<file path="config.mk">
export PLATFORM = sky130hd
export DESIGN_NAME = sc_bit_scheduler
export DESIGN_NICKNAME = d
export VERILOG_FILES = /design/src/rtl/sc_bit_scheduler.sv
export SDC_FILE = /design/constraint.sdc
export NUM_CORES = 1
export LEC_CHECK = 0
export BUFFER_PORTS_ARGS = -buffer_cell sky130_fd_sc_hd__buf_2
export CORE_MARGIN = 2
export CORE_UTILIZATION = 47
export DETAILED_ROUTE_END_ITERATION = 7
export GPL_TIMING_DRIVEN = 0
export PLACE_DENSITY = 0.74
export RECOVER_POWER = 25
export SLEW_MARGIN = 10
export SYNTH_ARGS = -nofsm -noshare
export SYNTH_HDL_FRONTEND = slang
export SYNTH_SLANG_ARGS = --single-unit
</file>
<file path="constraint.sdc">
create_clock -name clk -period 1.4 [get_ports clk]
set_input_delay 0.07 -clock clk [delete_from_list [all_inputs] [get_ports clk]]
set_output_delay 0.07 -clock clk [all_outputs]
set_load 0.01 [all_outputs]
</file>
<file path="src/rtl/sc_bit_scheduler.sv">
// Walks leaf indices 0..N-1 of one SC decode: 2 cycles per frozen bit and 3 per info bit; done follows the last ack.
// Waits in REQ for llr_valid and holds u_hat/u_valid in EMIT until ps_ack. abort returns to IDLE from any busy state.
module sc_bit_scheduler #(
    parameter int n = 3
) (
    input  logic              clk,
    input  logic              rst,
    input  logic              start,
    input  logic              abort,
    output logic [n-1:0]      bit_index,
    output logic              idx_valid,
    input  logic              frozen_ind,
    output logic              llr_req,
    input  logic              llr_valid,
    input  logic              llr_sign,
    output logic              u_hat,
    output logic              u_valid,
    input  logic              ps_ack,
    output logic [(2**n)-1:0] decoded,
    output logic [n:0]        frozen_cnt,
    output logic              busy,
    output logic              done
);

    localparam int N = 2**n;

    typedef enum logic [2:0] {
        S_IDLE,
        S_FETCH,
        S_REQ,
        S_EMIT,
        S_DONE
    } state_t;

    state_t         state_q, state_d;
    logic [n-1:0]   bit_index_q, bit_index_d;
    logic           u_hat_q, u_hat_d;
    logic [N-1:0]   decoded_q, decoded_d;
    logic [n:0]     frozen_cnt_q, frozen_cnt_d;

    always_comb begin
        state_d      = state_q;
        bit_index_d  = bit_index_q;
        u_hat_d      = u_hat_q;
        decoded_d    = decoded_q;
        frozen_cnt_d = frozen_cnt_q;
        // An abort freezes every datapath register, so a same-cycle ack or LLR is dropped.
        if (abort && (state_q != S_IDLE)) begin
            state_d = S_IDLE;
        end else begin
            case (state_q)
                S_IDLE: begin
                    if (start) begin
                        state_d      = S_FETCH;
                        bit_index_d  = '0;
                        decoded_d    = '0;
                        frozen_cnt_d = '0;
                    end
                end
                S_FETCH: begin
                    if (frozen_ind) begin
                        u_hat_d      = 1'b0;
                        frozen_cnt_d = frozen_cnt_q + (n+1)'(1);
                        state_d      = S_EMIT;
                    end else begin
                        state_d = S_REQ;
                    end
                end
                S_REQ: begin
                    if (llr_valid) begin
                        u_hat_d = llr_sign;
                        state_d = S_EMIT;
                    end
                end
                S_EMIT: begin
                    if (ps_ack) begin
                        decoded_d[bit_index_q] = u_hat_q;
                        if (bit_index_q == n'(N-1)) begin
                            state_d = S_DONE;
                        end else begin
                            bit_index_d = bit_index_q + n'(1);
                            state_d     = S_FETCH;
                        end
                    end
                end
                S_DONE:  state_d = S_IDLE;
                default: state_d = S_IDLE;
            endcase
        end
    end

    always_ff @(posedge clk) begin
        if (rst) begin
            state_q      <= S_IDLE;
            bit_index_q  <= '0;
            u_hat_q      <= 1'b0;
            decoded_q    <= '0;
            frozen_cnt_q <= '0;
        end else begin
            state_q      <= state_d;
            bit_index_q  <= bit_index_d;
            u_hat_q      <= u_hat_d;
            decoded_q    <= decoded_d;
            frozen_cnt_q <= frozen_cnt_d;
        end
    end

    assign bit_index  = bit_index_q;
    assign u_hat      = u_hat_q;
    assign decoded    = decoded_q;
    assign frozen_cnt = frozen_cnt_q;
    assign idx_valid  = (state_q == S_FETCH);
    assign llr_req    = (state_q == S_REQ);
    assign u_valid    = (state_q == S_EMIT);
    assign busy       = (state_q != S_IDLE);
    assign done       = (state_q == S_DONE);

endmodule

</file>
==> metrics.cfg, run 1 <==
[outcome]
status = complete, but fails checks
violations = setup timing

[critical_path]
path_class = reg -> out
timing.rr.end = state_q[0]
crit_path_end_kind = output port
crit_fanout = 10
ff2ff_path_depth = 5
worstPathArrival_ns = 1.38
required_ns = 1.33
r2r-start = bit_index[0]
start_kind = flop
r2r_slack_ns = -0.03

[layout]
area_growth_pct = 38.6
layout_common_cells = 22 x buf_2, 18 x nand2_1, 13 x buf_4, 13 x dfxtp_1
antennaDiodeCount = 0
nFillCells = 196
final_nets = 192
stdcell_area_um2 = 1670
drive_above_1_share_pct = 45.6
final-instance-count-excl-fill = 210
regArea_um2 = 400
multiInputGateArea_um2 = 821
mostFrequentLayoutCell = buf_2

[logic_synthesis]
ys_seq_elements = 19
synthCells = 136
syn_nets = 147
synthMuxAreaShare_pct = 1.66
seq_area_frac_synth_pct = 31.6
syn_area_um2 = 1200
synth_top_family_by_area = simple AND/OR/NAND/NOR gates
yosys.area_share.adder_pct = 3.12
yosysWarnings = 0
dominantRegCellSynth = dfxtp_1
synth_edf_count = 0
synthXorXnorAreaFrac_pct = 0
ys_types = 44
syn_area_per_cell_um2 = 8.86
synth-compound-area-share_pct = 23.8
synthArstFlopShare_pct = 0
synth_simple_gate_area_share_pct = 32.7

[clock_tree]
htree_levels = 1
clk_latency_ns = 0.31
cts_tree = built
cts_root_buffer = clkbuf_4
path_clk_slew_ns = 0.12
clockBufferDepth = 2
clkSinkCount = 19
numCtsBuffers = 3

[global_route]
grt-ovfl-total = 0
grt_pass1_wl_mm = 5.15
grt_pass1_vias = 1130
grt_use_total_pct = 24.0
antenna_found_initial = 0
grt_max_degree = 12

[sta]
setup_viol = 5
maxSlewViolCount = 0
fin_ws_ns = -0.0535
fin_skew_ns = 0.00430
post-route-period-util_pct = 104
rsz0062_at_grt = yes
max_freq_mhz = 688
worst_pin_slew_ns = 0.436
slew_headroom_pct = 70.9
hold_violations = 0
period_needed_ns = 1.45

[drt]
wl_per_cell_um = 16.5
ant_nets = 0
first_pass_iters = 4
vias_per_cell = 6.10
vias = 1280
wl_mm = 3.46
drc_errors = 0
drtIter0Drc = 65

[power]
leakagePower_nw = 0.678
powerDensity_nw_per_um2 = 672
max-vdd-ir-drop_mv = 0.592

[job]
maxCapViolCount = 0

[worst_hold_path]
worstHoldStart = llr_sign
min_to = u_hat
min_path_type = in -> reg
holdPathStages = 3

[floorplan]
core_um2 = 2450
num_rows = 18
ios = 29
die-area_um2 = 2980
start_util_pct = 49.1
die_y_um = 54.6
die_x_um = 54.6

[placement]
dpl.hpwl_mm = 2.23
dpl-instance-area_um2 = 1430
numPortBuffers = 28
dp.cells = 194
gp_congestion = 0.748

## layout make-up
cell class / instances / share of cell area (%)
timing repair buffer: 42 / 15.1
sequential: 19 / 24.0
multi-input combinational: 100 / 49.1
buffer: 12 / 7.27
inverter: 3 / 0.674
tap: 30 / 2.25
clock buffer: 3 / 1.35
clock inverter: 1 / 0.300
## critical path, stage by stage (launching register included)
cell     delay (ns)
dfxtp_4        0.40
buf_8          0.15
or3_1          0.36
buf_2          0.15
## metrics by stage
step | util (%) | setup WS, ns | hold slack (ns) | setup TNS (ns) | total power, W
5_1_grt | 68.0 | -0.0961 | 0.0628 | -0.477 | 0.00115
6_report | 68.0 | -0.0535 | 0.0326 | -0.118 | 0.00112
4_1_cts | 64.0 | -0.0273 | 0.0412 | -0.0308 | 0.00108
3_3_place_gp | 58.1 | -0.0537 | 0.316 | -0.247 | 0.000745
2_1_floorplan | - | 0.00657 | 0.142 | 0 | 0.000698
3_5_place_dp | 58.1 | -0.0629 | 0.315 | -0.399 | 0.000751
## layer usage
metal  vias up  routed length, µm  GRT usage, %
met5         -                  0             0
met4         0                 38          6.25
met3         6                189          4.10
met2        45               1670          40.9
met1       620               1560          31.1
li1        609                  -             -
## cell families after synthesis
kind of cell / count (synthesis)
fa+ha+maj: 3
compound gates: 33
flops: 19
mux: 2
buf+inv: 17
simple gates: 62
## sequential cells by signal, indices dropped and copies added (netlist names)
signal / cells
decoded: 8
frozen_cnt: 4
bit_index: 3
state_q: 3
u_hat: 1
## power by group
group          internal, W  switching, W  leakage [nW]
sequential        0.000539    0.00000922         0.158
clock             0.000107      0.000199        0.0177
combinational     0.000144      0.000126         0.503
## repair_timing
item,4_1_cts,5_1_grt
hold buffers,1,0
pin swaps,3,9
endpoints found under the setup margin,17,17
gates cloned,1,0
gates resized for setup,27,16
hold endpoints to repair,1,0
setup buffers,6,6
## worst max path at each step
stage,from,to,depth (start not counted)
after CTS,state_q[0],busy,4
after global placement,bit_index[0],decoded[2],4
after floorplan,bit_index[1],state_q[0],5
final,state_q[2],busy,3
after detailed placement,state_q[1],decoded[1],5
after global routing,bit_index[0],state_q[0],5
## synth_stat cells (2+ instances only)
cell / number / share of area [%]
or3b_2: 4 / 2.9
nand3b_1: 4 / 2.5
nor2_1: 2 / 0.62
nand2_1: 18 / 5.6
mux2i_1: 2 / 1.7
o22ai_1: 4 / 2.1
a311oi_1: 2 / 1.5
o21ai_1: 4 / 1.7
buf_2: 6 / 2.5
a21oi_1: 2 / 0.83
nor2b_1: 3 / 1.6
dfxtp_1: 19 / 32
a221oi_2: 7 / 8.7
buf_6: 2 / 1.9
nor3b_1: 2 / 1.2
nand3_1: 8 / 3.3
or3_1: 3 / 1.6
clkbuf_1: 5 / 1.6
o2bb2ai_1: 3 / 2.2
nor4bb_1: 2 / 1.7
nand4_1: 3 / 1.6
o21ai_0: 2 / 0.83
and4_1: 2 / 1.5
a211oi_1: 2 / 1.2
ha_1: 3 / 3.1
inv_1: 3 / 0.93
and3b_1: 2 / 1.5
No activity file was read; power rests on OpenSTA's default activity.
==> run 2: changes to the inputs <==
CORE_UTILIZATION = 52   (was 47)
PLACE_DENSITY = 0.78   (was 0.74)
clock period = 1.6 ns   (was 1.4 ns; I/O delays follow)
==> metrics.cfg, run 2 (synthesis results as in run 1) <==
[layout]
drive_above_1_share_pct = 33.1  ; -12 points
final_nets = 181  ; -5.7%
area_growth_pct = 20.0
mostFrequentLayoutCell = buf_2
layout_common_cells = 25 x buf_2, 18 x nand2_1, 17 x dfxtp_1, 11 x clkbuf_1, 8 x nand3_1
largest_reg_flops = 8  ; unchanged
final_util_pct = 66.0  ; -2.0 points
antennaDiodeCount = 0  ; unchanged
stdcell_area_um2 = 1450  ; -13%
nFillCells = 201  ; +2.6%

[drt]
first_pass_iters = 4  ; unchanged
drtIter0Drc = 23  ; -65%
met2_length_mm = 1.56  ; -6.4%
vias_per_cell = 6.10  ; about the same
wl_mm = 3.11  ; -10%
drc_errors = 0  ; unchanged
wl_per_cell_um = 15.8  ; -4.0%
vias = 1201  ; -6.2%
met3WireLength_um = 159  ; -16%
ant_nets = 0  ; unchanged
highest_layer = met4
drt-met1-wl_mm = 1.35  ; -14%

[global_route]
antenna_found_initial = 0  ; unchanged
grt_pass1_wl_mm = 5.18  ; +0.41%
grt_pass1_vias = 1136  ; +0.53%
grt_max_degree = 12  ; unchanged
grt-ovfl-total = 0  ; unchanged
grt_use_total_pct = 24.9  ; +0.92 points

[sta]
period_needed_ns = 1.56
worst_pin_slew_ns = 0.498  ; +0.0621 ns
hold_violations = 0  ; unchanged
setup_viol = 0  ; -5
slew_headroom_pct = 66.3  ; -4.6 points
maxSlewViolCount = 0  ; unchanged
max_freq_mhz = 642
post-route-period-util_pct = 97.3
fin_setup_tns_ns = 0  ; +0.118 ns
fin_skew_ns = 0.00728  ; +0.00299 ns

[worst_hold_path]
min_path_type = in -> reg

[floorplan]
num_rows = 17  ; -1
die-area_um2 = 2720  ; -8.9%
die_x_um = 52.1  ; -4.6%
die_y_um = 52.1  ; -4.6%
start_util_pct = 55.0  ; +5.9 points
core_um2 = 2190  ; -11%
ios = 29  ; unchanged

[placement]
dpl.hpwl_mm = 2.23  ; -0.15%
dpl-instance-area_um2 = 1380  ; -3.2%
gp_congestion = 0.842  ; +12%
numPortBuffers = 28  ; unchanged

[job]
maxCapViolCount = 0  ; unchanged

[clock_tree]
post_cts_buffers = 0  ; -6
htree_levels = 1  ; unchanged
clk_latency_ns = 0.30  ; about the same
clkSinkCount = 19  ; unchanged
cts_root_buffer = clkbuf_4
numCtsBuffers = 3  ; unchanged
clockBufferDepth = 2  ; unchanged
path_clk_slew_ns = 0.12  ; about the same
cts_tree = built

[critical_path]
path_class = reg -> reg
cp_num_buf_inv = 0  ; -2
crit_fanout = 5  ; -5
worstPathArrival_ns = 1.75  ; +0.37 ns
cp_cell_sequence = ha_1 -> ha_4 -> or3b_2 -> a21oi_2 -> nor4_1
slowest_stage = or3b_2
critPathTopFamily = simple AND/OR/NAND/NOR gates
crit_path_max_incr_delay_ns = 0.47  ; +0.07 ns
crit_path_end_kind = flop
start_kind = flop
required_ns = 1.79  ; +0.46 ns

[power]
max-vdd-ir-drop_mv = 0.540  ; -8.7%
powerDensity_nw_per_um2 = 632  ; -5.9%
leakagePower_nw = 0.584  ; -14%

[outcome]
status = finished clean

[run 2: path summary, 6_finish.rpt]
kind,startpoint,endpoint,slack [ns],cells after the start
worst max-delay path,bit_index[1],state_q[0],0.04,5
worst min-delay path,ps_ack,state_q[1],0.07,2
worst max register to register,bit_index[1],state_q[0],0.04,5
worst min register to register,decoded[3],decoded[3],0.47,2
[run 2: area by class of cell]
cell class	count	area [µm²]	area share [%]
Multi-Input combinational cell	100	759	52.5
Sequential cell	19	383	26.5
Timing Repair Buffer	29	141	9.78
Buffer	14	88.8	6.14
Tap cell	28	35.0	2.42
Clock buffer	3	22.5	1.56
Inverter	3	11.3	0.779
Clock inverter	1	5.00	0.346
[run 2: report_power, final]
group	switching [W]	total (W)	internal [W]
combinational	0.0000939	0.000176	0.0000819
clock	0.000164	0.000257	0.0000930
sequential	0.00000435	0.000482	0.000478
total	0.000262	0.000915	0.000653
[run 2: worst reg2reg max path: stages (launching register included)]
cell and delay, ns:
dfxtp_2 0.38, ha_1 0.21, ha_4 0.17, or3b_2 0.47
a21oi_2 0.15, nor4_1 0.06
[run 2: repair_timing]
item                                    4_1_cts  5_1_grt
pin swaps                                     0        0
endpoints found under the setup margin        3        5
hold buffers                                  1        0
endpoints found under the hold margin         1        0
gates resized for setup                       5       10
[run 2: layer usage]
| layer | vias to the layer above | global-route usage (%) |
|---|---|---|
| li1 | 581 | - |
| met1 | 579 | 33.3 |
| met2 | 35 | 41.8 |
| met3 | 6 | 3.16 |
| met4 | 0 | 7.69 |
| met5 | - | 0 |
[run 2: stage by stage]
stage	hold slack (ns)	power (W)	instances	worst slack, ns
CTS	0.0669	0.000910	197	0.0273
finish	0.0697	0.000915	197	0.0436
detailed placement	0.322	0.000660	192	-0.0282
floorplan	0.152	0.000612	136	0.0792
global route	0.0805	0.000952	197	-0.00743
global placement	0.330	0.000656	192	0.0315
